===== src/rtl/fifo_traffic_monitor.sv =====
// Traffic monitor for NUM_CH FIFOs: tracks occupancy, peak occupancy and
// per-run write/read counts, with a register slave and an IDLE/RUN/DONE program.
module fifo_traffic_monitor #(
    parameter int NUM_CH     = 4,
    parameter int CNT_W      = 16,
    parameter int FIFO_DEPTH = 512
) (
    input  logic              clk,
    input  logic              reset,
    input  logic [31:0]       slave_addr,
    input  logic              slave_rd,
    input  logic              slave_wr,
    input  logic [31:0]       slave_data_in,
    output logic [31:0]       slave_data_out,
    input  logic [NUM_CH-1:0] ch_wr,
    input  logic [NUM_CH-1:0] ch_rd,
    output logic              active_program,
    output logic              end_program,
    output logic              flag_irq
);

    localparam int OCC_W = $clog2(FIFO_DEPTH + 1);
    localparam logic [OCC_W-1:0] OCC_FULL = OCC_W'(FIFO_DEPTH);

    typedef enum logic [1:0] {
        IDLE = 2'd0,
        RUN  = 2'd1,
        DONE = 2'd2
    } state_t;

    state_t            state, next_state;
    logic [CNT_W-1:0]  cycle_cnt, cycle_limit;
    logic [CNT_W-1:0]  wr_cnt  [NUM_CH];
    logic [CNT_W-1:0]  rd_cnt  [NUM_CH];
    logic [OCC_W-1:0]  occ     [NUM_CH];
    logic [OCC_W-1:0]  max_occ [NUM_CH];
    logic [OCC_W-1:0]  occ_nxt [NUM_CH];
    logic [NUM_CH-1:0] ovf_flags, unf_flags, ovf_set, unf_set, ovf_nxt, unf_nxt;
    logic [31:0]       status, rdata;
    logic              unused_bits;

    wire [5:0] reg_idx  = slave_addr[7:2];
    wire       ctrl_wr  = slave_wr && (reg_idx == 6'd0);
    wire       start    = ctrl_wr && slave_data_in[0];
    wire       stop     = ctrl_wr && slave_data_in[1];
    wire       clear    = ctrl_wr && slave_data_in[2];
    wire       flag_clr = ctrl_wr && slave_data_in[3];
    wire       limit_wr = slave_wr && (reg_idx == 6'd2);
    wire       go       = (state == IDLE) && start;
    // Extra bit keeps the compare honest once cycle_cnt has saturated.
    wire       limit_hit = (cycle_limit != '0) &&
                           (({1'b0, cycle_cnt} + 1'b1) == {1'b0, cycle_limit});

    assign unused_bits = ^{slave_addr[31:8], slave_addr[1:0], slave_data_in};

    // NOTE: every variable driven here gets a default first so no latch is inferred.
    always_comb begin
        next_state = state;
        case (state)
            IDLE:    if (start) next_state = RUN;
            RUN:     if (stop || limit_hit) next_state = DONE;
            DONE:    if (clear) next_state = IDLE;
            default: next_state = IDLE;
        endcase
    end

    always_comb begin
        for (int i = 0; i < NUM_CH; i++) begin
            occ_nxt[i] = occ[i];
            ovf_set[i] = 1'b0;
            unf_set[i] = 1'b0;
            if (ch_wr[i] && !ch_rd[i]) begin
                if (occ[i] == OCC_FULL) ovf_set[i] = 1'b1;
                else                    occ_nxt[i] = occ[i] + 1'b1;
            end else if (ch_rd[i] && !ch_wr[i]) begin
                if (occ[i] == '0) unf_set[i] = 1'b1;
                else              occ_nxt[i] = occ[i] - 1'b1;
            end
        end
        ovf_nxt = (flag_clr ? '0 : ovf_flags) | ovf_set;
        unf_nxt = (flag_clr ? '0 : unf_flags) | unf_set;
    end

    // NOTE: all state uses non-blocking assignments so every register samples pre-edge values.
    always_ff @(posedge clk or negedge reset) begin
        if (!reset) begin
            state          <= IDLE;
            active_program <= 1'b0;
            end_program    <= 1'b0;
            flag_irq       <= 1'b0;
            ovf_flags      <= '0;
            unf_flags      <= '0;
            cycle_limit    <= '0;
        end else begin
            state          <= next_state;
            active_program <= (next_state == RUN);
            end_program    <= (state == RUN) && (next_state == DONE);
            flag_irq       <= |{ovf_nxt, unf_nxt};
            ovf_flags      <= ovf_nxt;
            unf_flags      <= unf_nxt;
            if (limit_wr) cycle_limit <= slave_data_in[CNT_W-1:0];
        end
    end

    // NOTE: the per-channel arrays are plain flops, not RAM, so they reset with everything else.
    always_ff @(posedge clk or negedge reset) begin
        if (!reset) begin
            cycle_cnt <= '0;
            for (int i = 0; i < NUM_CH; i++) begin
                wr_cnt[i]  <= '0;
                rd_cnt[i]  <= '0;
                occ[i]     <= '0;
                max_occ[i] <= '0;
            end
        end else begin
            for (int i = 0; i < NUM_CH; i++) occ[i] <= occ_nxt[i];
            if (go) begin
                cycle_cnt <= '0;
                for (int i = 0; i < NUM_CH; i++) begin
                    wr_cnt[i]  <= '0;
                    rd_cnt[i]  <= '0;
                    max_occ[i] <= '0;
                end
            end else if (state == RUN) begin
                if (cycle_cnt != '1) cycle_cnt <= cycle_cnt + 1'b1;
                for (int i = 0; i < NUM_CH; i++) begin
                    if (ch_wr[i] && wr_cnt[i] != '1) wr_cnt[i] <= wr_cnt[i] + 1'b1;
                    if (ch_rd[i] && rd_cnt[i] != '1) rd_cnt[i] <= rd_cnt[i] + 1'b1;
                    if (occ_nxt[i] > max_occ[i]) max_occ[i] <= occ_nxt[i];
                end
            end
        end
    end

    always_comb begin
        status = '0;
        status[1:0] = state;
        status[8 +: NUM_CH]  = ovf_flags;
        status[16 +: NUM_CH] = unf_flags;

        rdata = '0;
        case (reg_idx)
            6'd1: rdata = status;
            6'd2: rdata = 32'(cycle_limit);
            6'd3: rdata = 32'(cycle_cnt);
            default: begin
                // Channel i occupies word indices 4*(i+1) .. 4*(i+1)+3.
                for (int i = 0; i < NUM_CH; i++) begin
                    if (reg_idx[5:2] == 4'(i + 1)) begin
                        case (reg_idx[1:0])
                            2'd0: rdata = 32'(wr_cnt[i]);
                            2'd1: rdata = 32'(rd_cnt[i]);
                            2'd2: rdata = 32'(occ[i]);
                            default: rdata = 32'(max_occ[i]);
                        endcase
                    end
                end
            end
        endcase
    end

    always_ff @(posedge clk or negedge reset) begin
        if (!reset)        slave_data_out <= '0;
        else if (slave_rd) slave_data_out <= rdata;
    end

endmodule


===== config.mk =====
export PLATFORM = sky130hd
export DESIGN_NAME = fifo_traffic_monitor
export DESIGN_NICKNAME = d
export VERILOG_FILES = /design/src/rtl/fifo_traffic_monitor.sv
export SDC_FILE = /design/constraint.sdc
export NUM_CORES = 1
export LEC_CHECK = 0
export ABC_AREA = 0
export ABC_CLOCK_PERIOD_IN_PS = 3940
export BUFFER_PORTS_ARGS = -buffer_cell sky130_fd_sc_hd__buf_2
export CORE_AREA = 10 10 197 199
export DETAILED_ROUTE_END_ITERATION = 10
export DIE_AREA = 0 0 207 209
export HOLD_SLACK_MARGIN = 0.15
export PLACE_DENSITY = 0.7
export RECOVER_POWER = 50
export SETUP_SLACK_MARGIN = 0.15
export SYNTH_ARGS = -nofsm -noshare
export SYNTH_HDL_FRONTEND = slang
export SYNTH_SLANG_ARGS = --single-unit
export TNS_END_PERCENT = 100

===== constraint.sdc =====
create_clock -name clk -period 3.94 [get_ports clk]
set_clock_uncertainty 0.1 [all_clocks]
set_input_delay 0.197 -clock clk [delete_from_list [all_inputs] [get_ports clk]]
set_output_delay 0.197 -clock clk [all_outputs]
set_load 0.02 [all_outputs]

==> metrics.cfg <==
[outcome]
status=complete, but fails checks
violations=max-capacitance violations, max-slew violations

[logic_synthesis]
synth.distinct_cells=76
async_reset_ff_frac=1.00
synthFlopType=dfrtp_1
syn_area_um2=17200
synth_edf_count=0
seq_area_frac_synth=0.397
synth_seq_cells=273
synth_area_per_cell_um2=9.49
synthCells=1813
ys_warn_count=0

[drt]
drtIter0Drc=1219
drc=0
num_vias=14357
wl_um=49400
viasPerCell=6.05
ant_nets=0
wire_per_inst_um=20.8
firstDrtPassIters=5

[clock_tree]
root_buffer=clkbuf_16
clock-sinks=273
tritoncts=done
clockBufferDepth=3
clk_latency_ns=0.52
path_clk_slew_ns=0.05
numCtsBuffers=34
h-tree-depth=2

[layout]
final_common_cell=dfrtp_1
layout.nets=2028
final_cell_mix=dfrtp_1, nor2_1, nand2_1
syn_to_final_growth_pct=13.9
layout-drive-gt1-share=0.147
fillCellCount=3111

[job]
timing.max_cap.violations=1

[sta]
slew_viol_final=89
fmax_mhz=274
setup_tns_ns=0
setup_viol=0
maxSlewHeadroom=-0.623
hold_viol=0
rsz0062_at_grt=no
period_minus_slack_ns=3.66
fin_crit_sh=0.928
worstMarginPinSlew_ns=2.43

[place]
portBuffers=56
place_congestion=0.906
hpwl_um=35700

[critical_path]
r2r_slack_ns=0.28
worstReg2RegStart=occ[23]
end_kind=flip-flop
worst-setup-path-type=flip-flop to flip-flop
crit_required_ns=4.24
r2r_end=max_occ[28]
r2r_cells=13
cp.arrival_ns=3.96
crit_path_start_kind=flip-flop
cp_max_fo=7

[hold_path]
hold_path_depth=5
holdPathEnd=rd_cnt[36]
hold_start=ch_rd[1]
hold_class=primary input to flip-flop

[global_routing]
grt_pass1_vias=13813
antenna_found_initial=0
grt_max_degree=92
grt_pass1_wl_um=77900
overflow=0
grt_use_total=0.220

[floorplanning]
fp.dieH_um=209
die_x_um=207
initial_core_util=0.491
io_pins=111
std_cell_rows=69
core_um2=35100
dieArea_um2=43300

[pwr]
p_per_area_nw_per_um2=578
peakVddDrop_uv=460
leakagePower_uw=0.00863
total_power_uw=11300

-- report_power, final --
| group | internal [µW] | switching [µW] | total, µW |
|---|---|---|---|
| sequential | 3410 | 864 | 4280 |
| clock | 1960 | 1200 | 3160 |
| combinational | 1760 | 2120 | 3880 |
-- cells by family (layout without fill, tap and decap cells) --
kind of cell               Yosys count  after routing  share of synthesized area
buffers and inverters              186            274                     0.0452
DFF                                273            273                      0.397
other                                1             13                   0.000218
AOI/OAI and AO/OA                  310            311                      0.118
xor gates and xnor gates           151            151                     0.0769
muxes                              149            149                      0.118
and+or+nand+nor                    683            683                      0.201
adders and majority gates           60             60                     0.0436
-- worst max-delay path, cell delays in order, from the launching register on --
cell and delay (ns):
dfrtp_2 0.46, or4_4 0.55, o41a_1 0.41, a22oi_2 0.24
a21oi_1 0.09, xor2_1 0.22, ha_1 0.29, a21oi_1 0.18
nor2b_1 0.06, o21ai_0 0.21, o211ai_1 0.12, nand3_1 0.12
buf_4 0.16, mux2_2 0.34
-- final cells by class --
type | instances | area (µm²) | area share
clock inverters | 5 | 75.1 | 0.00383
repair buffers | 140 | 968 | 0.0495
well taps | 461 | 577 | 0.0295
multi-input cells | 1366 | 9780 | 0.500
inverters | 77 | 289 | 0.0148
clock buffers | 52 | 1050 | 0.0537
flip-flops and latches | 273 | 6830 | 0.349
diodes | 1 | 2.50 | 0.000128
-- layer usage --
metal / global-route usage / part of all wire
met2: 0.353 / 0.47
met1: 0.291 / 0.43
met4: 0.0798 / 0.032
met5: 0 / 0
met3: 0.0416 / 0.069
-- metrics by stage --
stage	util	cell area (µm²)	hold WS [ns]	worst slack, ns	std cells
2_1_floorplan	-	17200	-0.199	0.256	1824
3_3_place_gp	0.515	18000	0.159	0.184	2282
3_5_place_dp	0.515	18000	0.153	-0.0192	2282
4_1_cts	0.555	19500	0.160	0.162	2365
5_1_grt	0.559	19600	0.214	0.0922	2374
6_report	0.559	19600	0.187	0.284	2375
-- synthesized netlist by cell type (23+ instances only) --
cell | n | area (µm²)
nor2_1 | 221 | 830
nand4_1 | 63 | 394
xnor2_1 | 50 | 438
o21ai_0 | 70 | 350
a21oi_1 | 69 | 345
nand2_1 | 106 | 398
dfrtp_1 | 273 | 6830
mux4_2 | 37 | 833
clkbuf_1 | 62 | 233
nor3_1 | 24 | 120
and3_1 | 32 | 200
xor2_1 | 101 | 885
and4_1 | 23 | 201
mux2i_1 | 53 | 531
nand3_1 | 91 | 455
inv_1 | 77 | 289
ha_1 | 60 | 751
mux2_2 | 59 | 664
o22ai_1 | 23 | 144
-- worst max path at each step --
| stage | startpoint | end | slack (ns) | depth (start not counted) |
|---|---|---|---|---|
| after floorplan | occ[0] | max_occ[1] | 0.26 | 14 |
| after global placement | occ[23] | max_occ[26] | 0.18 | 13 |
| after detailed placement | occ[10] | max_occ[16] | -0.02 | 14 |
| after CTS | occ[0] | max_occ[1] | 0.16 | 14 |
| after global routing | occ[0] | max_occ[0] | 0.09 | 16 |
| final | occ[23] | max_occ[28] | 0.28 | 13 |
-- registers in the layout, summed over array words and instances (netlist names) --
register and flops:
slave_data_out 20, max_occ 40, ovf_flags 4, active_program 1, state 2, unf_flags 4
cycle_cnt 16, rd_cnt 64, end_program 1, cycle_limit 16, wr_cnt 64, flag_irq 1
occ 40
-- repair_timing --
action                                  CTS  global route
buffers inserted                          0             8
endpoints found under the setup margin   28            39
gates resized for setup                   3            19
hold buffers                             26             0
pin swaps                                 0             9
cloned                                    0             1
endpoints found under the hold margin   140             0
No activity file was read; power rests on OpenSTA's default activity.
